--- src/rtl/uart_rx_frame.sv ---
// uart_rx_frame
// Receives one UART character: a start bit, 8 data bits (LSB first), one
// parity bit and one stop bit. The character is returned as a 9-bit frame,
// {parity bit as received, data[7:0]}, together with a one-cycle strobe.
//
// Ports
//   clk         : system clock; all logic runs on its rising edge
//   rst         : synchronous, active-high reset
//   rx          : asynchronous serial input, idles high
//   frame       : {parity, data}; holds the last delivered character
//   frame_valid : one-cycle strobe; frame and parity_err are valid with it
//   parity_err  : parity mismatch for the current frame; held until the next delivery
//   framing_err : one-cycle strobe when the stop bit is sampled low
//   busy        : high whenever the receiver is not idle
module uart_rx_frame #(
  parameter int CLKS_PER_BIT = 434,
  parameter int PARITY_ODD   = 0
) (
  input  logic       clk,
  input  logic       rst,
  input  logic       rx,
  output logic [8:0] frame,
  output logic       frame_valid,
  output logic       parity_err,
  output logic       framing_err,
  output logic       busy
);

  localparam int              CNT_W    = $clog2(CLKS_PER_BIT);
  localparam logic [CNT_W-1:0] CNT_LAST = CNT_W'(CLKS_PER_BIT - 1);
  localparam logic [CNT_W-1:0] CNT_HALF = CNT_W'(CLKS_PER_BIT / 2 - 1);
  localparam logic            PAR_ODD  = (PARITY_ODD != 0);

  typedef enum logic [2:0] {
    S_IDLE,
    S_START,
    S_DATA,
    S_PARITY,
    S_STOP,
    S_WAIT_IDLE
  } state_t;

  state_t           r_state;
  state_t           w_state_next;

  logic             r_sync1;
  logic             r_rxs;
  logic [CNT_W-1:0] r_cnt;
  logic [2:0]       r_idx;
  logic [7:0]       r_shift;
  logic             r_par_bit;

  logic [8:0]       r_frame;
  logic             r_frame_valid;
  logic             r_parity_err;
  logic             r_framing_err;

  logic             w_bit_end;
  logic             w_half;
  logic             w_deliver;
  logic             w_stop_bad;
  logic             w_parity_calc;

  assign w_bit_end     = (r_cnt == CNT_LAST);
  assign w_half        = (r_cnt == CNT_HALF);
  assign w_parity_calc = (^r_shift) ^ PAR_ODD;

  // Two-flop synchroniser; both stages reset to the idle level so a reset
  // never looks like a start edge.
  always_ff @(posedge clk) begin
    if (rst) begin
      r_sync1 <= 1'b1;
      r_rxs   <= 1'b1;
    end else begin
      r_sync1 <= rx;
      r_rxs   <= r_sync1;
    end
  end

  always_ff @(posedge clk) begin
    if (rst) begin
      r_state <= S_IDLE;
    end else begin
      r_state <= w_state_next;
    end
  end

  always_comb begin
    w_state_next = r_state;
    w_deliver    = 1'b0;
    w_stop_bad   = 1'b0;
    case (r_state)
      S_IDLE: begin
        if (!r_rxs) w_state_next = S_START;
      end
      S_START: begin
        // Re-check the line at mid start bit to reject short glitches.
        if (w_half) w_state_next = r_rxs ? S_IDLE : S_DATA;
      end
      S_DATA: begin
        if (w_bit_end && (r_idx == 3'd7)) w_state_next = S_PARITY;
      end
      S_PARITY: begin
        if (w_bit_end) w_state_next = S_STOP;
      end
      S_STOP: begin
        // Leaving at mid stop bit gives half a bit of margin before the
        // next start edge of a back-to-back character.
        if (w_bit_end) begin
          if (r_rxs) begin
            w_state_next = S_IDLE;
            w_deliver    = 1'b1;
          end else begin
            w_state_next = S_WAIT_IDLE;
            w_stop_bad   = 1'b1;
          end
        end
      end
      S_WAIT_IDLE: begin
        if (r_rxs) w_state_next = S_IDLE;
      end
      default: w_state_next = S_IDLE;
    endcase
  end

  // Bit timing: the counter restarts on every state change and at the end of
  // every bit period. Since START exits at mid-bit, each later full period
  // ends at the middle of the next bit.
  always_ff @(posedge clk) begin
    if (rst) begin
      r_cnt     <= '0;
      r_idx     <= 3'd0;
      r_shift   <= 8'h00;
      r_par_bit <= 1'b0;
    end else begin
      if ((r_state == S_IDLE) || (w_state_next != r_state) || w_bit_end) begin
        r_cnt <= '0;
      end else begin
        r_cnt <= r_cnt + 1'b1;
      end

      if ((r_state == S_START) && (w_state_next == S_DATA)) begin
        r_idx <= 3'd0;
      end

      if ((r_state == S_DATA) && w_bit_end) begin
        r_shift[r_idx] <= r_rxs;
        r_idx          <= r_idx + 3'd1;
      end

      if ((r_state == S_PARITY) && w_bit_end) begin
        r_par_bit <= r_rxs;
      end
    end
  end

  always_ff @(posedge clk) begin
    if (rst) begin
      r_frame       <= 9'h000;
      r_frame_valid <= 1'b0;
      r_parity_err  <= 1'b0;
      r_framing_err <= 1'b0;
    end else begin
      r_frame_valid <= w_deliver;
      r_framing_err <= w_stop_bad;
      if (w_deliver) begin
        r_frame      <= {r_par_bit, r_shift};
        r_parity_err <= (r_par_bit != w_parity_calc);
      end
    end
  end

  assign frame       = r_frame;
  assign frame_valid = r_frame_valid;
  assign parity_err  = r_parity_err;
  assign framing_err = r_framing_err;
  assign busy        = (r_state != S_IDLE);

endmodule
--- config.mk ---
export PLATFORM = sky130hd
export DESIGN_NAME = uart_rx_frame
export DESIGN_NICKNAME = d
export VERILOG_FILES = /design/src/rtl/uart_rx_frame.sv
export SDC_FILE = /design/constraint.sdc
export NUM_CORES = 1
export LEC_CHECK = 0
export CORE_UTILIZATION = 39
export DETAILED_ROUTE_END_ITERATION = 8
export HOLD_SLACK_MARGIN = 0.1
export PLACE_DENSITY = 0.54
export SLEW_MARGIN = 20
export SYNTH_ARGS = -nofsm -noshare
export SYNTH_HDL_FRONTEND = slang
export SYNTH_SLANG_ARGS = --single-unit
--- constraint.sdc ---
create_clock -name clk -period 3.57 [get_ports clk]
set_input_delay 0.714 -clock clk [delete_from_list [all_inputs] [get_ports clk]]
set_output_delay 0.714 -clock clk [all_outputs]
set_load 0.01 [all_outputs]
Yosys cells after proc, flatten, opt, wreduce, memory -nomap -nowiden
Index checks and enable logic that the tools add are counted.
{ "totals": {"regBits": 38, "in_bits": 3, "out_inout_bits": 13, "wordCells": 59} }
{ "op_classes": {"add_sub_neg": 2, "n_lt_le_gt_ge": 2, "n_eq_ne": 11, "n_mux": 18, "bitwise": 2, "reduce_logical": 13} }
{ "ops": {"columns": ["op", "n"], "rows": [
  ["3-bit 2-to-1 mux", 9],
  ["3-bit one-hot mux with 6 select lines", 1],
  ["9-bit by 1-bit adder with 9-bit output (second input constant)", 1],
  ["3-bit by 2-bit == test with 1-bit output (second input constant)", 3],
  ["3-bit == test (second input constant)", 3],
  ["9-bit by 8-bit == test with 1-bit output (second input constant)", 1],
  ["9-bit == test (second input constant)", 1],
  ["8-bit bitwise mux", 1],
  ["8-bit XOR reduction", 1],
  ["1-bit logical AND", 5],
  ["1-bit 2-to-1 mux", 5],
  ["3-bit by 4-bit < comparator with 1-bit output (second input constant)", 1],
  ["3-bit by 1-bit adder with 3-bit output (second input constant)", 1],
  ["1-bit demux with 3-bit select", 1],
  ["3-bit by 1-bit == test with 1-bit output (second input constant)", 1],
  ["3-bit by 1-bit >= comparator with 1-bit output (second input constant)", 1],
  ["3-bit logical NOT", 1],
  ["3-bit inequality test", 1],
  ["3-bit nonzero test", 1],
  ["3-bit OR reduction", 1],
  ["1-bit logical OR", 2],
  ["2-bit 2-to-1 mux", 1],
  ["1-bit NOT", 2],
  ["2-bit nonzero test", 1],
  ["2 further kinds", 2]
]} }

Longest topological paths before layout
{ "logic_depth": {"depth_word": 8, "mapped_depth": 8, "depth_no_buf": 6} }

Worst setup path after synthesis
Ideal clock, no wire load.
{ "synth_path": {"path_type": "reg-to-reg", "start": "reg r_cnt[0]", "end": "reg r_shift[6]", "setup_time_ps": 132, "arrival_ps": 1887, "required_time_ps": 3438, "slack_ps": 1551, "stages_incl_launch_ff": 8, "n_path_buf": 2, "period_less_slack_ps": 2019, "path_cell_list": "dfxtp_1 > ha_1 > or4b_1 > buf_6 > or3_4 > buf_6 > o31ai_2 > a21oi_1"} }
{ "synth_between": {"elab_chain_len": 2} }
{ "synth_lines": {"columns": ["element", "line_no", "rtl"], "rows": [
  ["start, declared", "48", "logic [CNT_W-1:0] r_cnt;"],
  ["start signal, assigned", "139", "r_cnt <= r_cnt + 1'b1;"],
  ["9-bit == test", "64", "assign w_bit_end = (r_cnt == CNT_LAST);"],
  ["1-bit logical AND", "146", "if ((r_state == S_DATA) && w_bit_end) begin"],
  ["end signal, assigned by index", "147", "r_shift[r_idx] <= r_rxs;"],
  ["end, declared", "50", "logic [7:0] r_shift;"]
]} }
No other way between the ends.
A chain may end at the register's enable or synchronous reset.

Final worst setup path
{ "layout_path": {"start": "reg r_state[1]", "end": "out busy"} }
{ "layout_between": {"elab_chain_len": 1} }
{ "layout_lines": {"columns": ["element", "line_no", "rtl"], "rows": [
  ["start, declared", "43", "state_t r_state;"],
  ["start signal, assigned", "84", "r_state <= w_state_next;"],
  ["3-bit nonzero test", "177", "assign busy = (r_state != S_IDLE);"],
  ["end, declared", "26", "output logic busy"]
]} }
No other way between the ends.

==> results_dict.tcl <==
set metrics [dict create \
    endpoint_kind "primary output" \
    startpoint_type "flop" \
    numCtsBuffers 5 \
    drv_cap 0 \
    worstPathCellList "or3_1 -> clkdlybuf4s50_1" \
    critPathLaunch "r_state[1]$_SDFF_PP0_" \
    cts_tree "built" \
    htree_levels 2 \
    cts-root-buf "clkbuf_8" \
    synth_nets 207 \
    initial_core_util_pct 41.44 \
    yosysSeqAreaShare_pct 41.03 \
    relSlewSlack_pct 46.82 \
    synth-adder-area-share_pct 3.374 \
    slew_violations 0 \
    tns_ps 0 \
    wl_per_cell_um 13.84 \
    design_area_mm2 0.002155 \
    status "complete, but fails checks" \
    num_vias 1407 \
    ioPinCount 16 \
    die_w_um 70.96 \
    rr_worst_depth 5 \
    routed_via_density 5.370 \
    ys_types 42 \
    worst_pin_slew_ps 791.2 \
    cts_resized 0 \
    synth.avg_cell_area_um2 9.318 \
    use_met3_pct 3.846 \
    slowest_stage "clkdlybuf4s50_1" \
    hold_viol_final 0 \
    grt_usage_pct 15.69 \
    cts.clk_slew.worst_paths_ps 80 \
    ctsHoldBuffers 0 \
    finalWirelength_mm 3.625 \
    antenna_found_initial 0 \
    fp.dieArea_mm2 0.005035 \
    grt_first_pass_wirelength_mm 6.106 \
    leakagePower_nw 0.6918 \
    use_met2_pct 23.93 \
    fin_skew_ps 3.859 \
    fp.dieH_um 70.96 \
    grt_busiest_layer "met2" \
    crit_path_end "busy" \
    diodes 0 \
    synthArstFlopShare_pct 0 \
    finalSetupViolCount 0 \
    crit_required_ps 2860 \
    yosys.area_share.simple_pct 28.14 \
    hp-class "flop to flop" \
    power_density_mw_per_mm2 419.5 \
    synth_cells 199 \
    drive_gt1_share_pct 11.43 \
    timing.rr.end "r_shift[6]$_SDFFE_PP0P_" \
    layout.nets 217 \
    r2r-start "r_cnt[0]$_SDFF_PP0_" \
    rsz0062_at_grt "false" \
    grtUsageMet1_pct 20.66 \
    min_period_ps 2321 \
    num_rows 24 \
    yosysWarnings 0 \
    cts_sinks 38 \
    ant_nets 0 \
    synthMuxAreaShare_pct 7.557 \
    drtPass1Iterations 8 \
    syn_area_mm2 0.001854 \
    hpwlAfterDp_mm 2.479 \
    worstSkewPairLatency_ps 290 \
    n_fill_cell 415 \
    synth_top_family_by_area "simple AND/OR/NAND/NOR gates" \
    syn_to_final_growth_pct 16.19 \
    reg2reg_slack_ps 1420 \
    grt_pass1_vias 1279 \
    core_area_mm2 0.004474 \
    cp_slowest_stage_delay_ps 490 \
    synth_xor_area_share_pct 7.355 \
    place_area_mm2 0.002012 \
    power.total_mw 0.9039 \
    routabilityCongestion 0.7674 \
    peakVddDrop_mv 0.2340 \
    drc_errors 2 \
    drt-initial-drc-count 92 \
    crit_fanout 13 \
    synth_seq_cells 38 \
    port-buffer-count 15 \
    fmax_mhz 430.9 \
    violations "DRC" \
    dominantRegCellSynth "dfxtp_1" \
    post_cts.repair.setup_buffers 0 \
    grt.overflow.total 0 \
    finalCritPeriodShare_pct 65.01 \
    clk_path_buf_depth 2 \
    synth_edf_count 0 \
    synth_compound_area_share_pct 7.827 \
    grt_max_degree 31 \
    arrival_ps 1610 \
    worstSetupPathType "flop to primary output" \
]
area by class of cell:
cell class / instances / area (µm²) / area share [%]
Timing Repair Buffer: 17 / 165.2 / 7.665
Multi-Input combinational cell: 143 / 1006 / 46.69
Clock buffer: 6 / 82.58 / 3.833
Clock inverter: 2 / 60.06 / 2.787
Sequential cell: 38 / 760.7 / 35.31
Inverter: 4 / 15.01 / 0.6969
Tap cell: 52 / 65.06 / 3.020
routing by layer:
layer | routed length (µm) | vias up
li1 | - | 731
met1 | 1900 | 647
met2 | 1528 | 22
met3 | 120 | 7
met4 | 76 | 0
met5 | 0 | -
cells in the mapped netlist (all sizes together) (3+ instances only):
cell type | count | area share, %
dfxtp | 38 | 41
nor2 | 17 | 3.4
nor3 | 15 | 4.3
mux2i | 14 | 7.6
a21oi | 12 | 3.2
clkbuf | 10 | 2.0
nand2 | 9 | 1.8
nand3 | 9 | 2.4
xnor2 | 9 | 4.3
nor4 | 7 | 3.0
ha | 5 | 3.4
or3 | 5 | 2.0
or3b | 5 | 2.4
buf | 4 | 1.9
inv | 4 | 0.81
xor2 | 4 | 1.9
nand4 | 3 | 1.0
nor4b | 3 | 1.4
o21ai | 3 | 0.81
cells in the final DEF (no fill, tap or decap), types with 6 or more instances in the layout:
cell type and n:
nor2_1 17, a21oi_1 12, nand2_1 9, xnor2_1 9
nand3_1 9, mux2i_1 14, dfxtp_1 38, nor3_1 14
clkdlybuf4s50_1 15, clkbuf_8 6
stage by stage:
step / setup slack, ps / util [%] / hold slack, ps / cells
6_report: 1249 / 48.15 / 421.2 / 262
5_1_grt: 1200 / 48.15 / 445.8 / 262
4_1_cts: 1250 / 48.15 / 424.4 / 262
3_5_place_dp: 1229 / 44.97 / 398.3 / 254
3_3_place_gp: 1280 / 44.97 / 402.5 / 254
2_1_floorplan: 1551 / - / 389.5 / 199
critical path, delay by kind of cell (launching register included):
kind	cells	cell delay (ps)
flip-flops	1	420
buffers and inverters	1	490
AND/OR/NAND/NOR	1	400
cell families after synthesis:
| family | count (synthesis) |
|---|---|
| and+or+nand+nor | 88 |
| DFF | 38 |
| AOI/OAI and AO/OA | 22 |
| buffers and inverters | 18 |
| xor gates and xnor gates | 14 |
| muxes | 14 |
| adders and majority gates | 5 |
how the worst min path moves through the flow:
| stage | cells past startpoint | slack (ps) | start | end |
|---|---|---|---|---|
| 2_1_floorplan | 1 | 390 | r_sync1$_SDFF_PP1_ | r_rxs$_SDFF_PP1_ |
| 4_1_cts | 1 | 420 | r_sync1$_SDFF_PP1_ | r_rxs$_SDFF_PP1_ |
| 6_report | 1 | 420 | r_sync1$_SDFF_PP1_ | r_rxs$_SDFF_PP1_ |
| 3_3_place_gp | 1 | 400 | r_sync1$_SDFF_PP1_ | r_rxs$_SDFF_PP1_ |
| 5_1_grt | 1 | 450 | r_sync1$_SDFF_PP1_ | r_rxs$_SDFF_PP1_ |
| 3_5_place_dp | 1 | 400 | r_sync1$_SDFF_PP1_ | r_rxs$_SDFF_PP1_ |
power breakdown:
group / total [mW] / switching (mW) / leakage (nW) / internal, mW
Clock: 0.451 / 0.153 / 0.0714 / 0.298
Combinational: 0.0230 / 0.0133 / 0.314 / 0.00969
Sequential: 0.430 / 0.00419 / 0.307 / 0.426
sequential cells by signal, indices dropped and copies added (netlist names):
| name | cells |
|---|---|
| frame | 9 |
| frame_valid | 1 |
| framing_err | 1 |
| parity_err | 1 |
| r_cnt | 9 |
| r_idx | 3 |
| r_par_bit | 1 |
| r_rxs | 1 |
| r_shift | 8 |
| r_state | 3 |
| r_sync1 | 1 |
No activity file was read; power rests on OpenSTA's default activity.
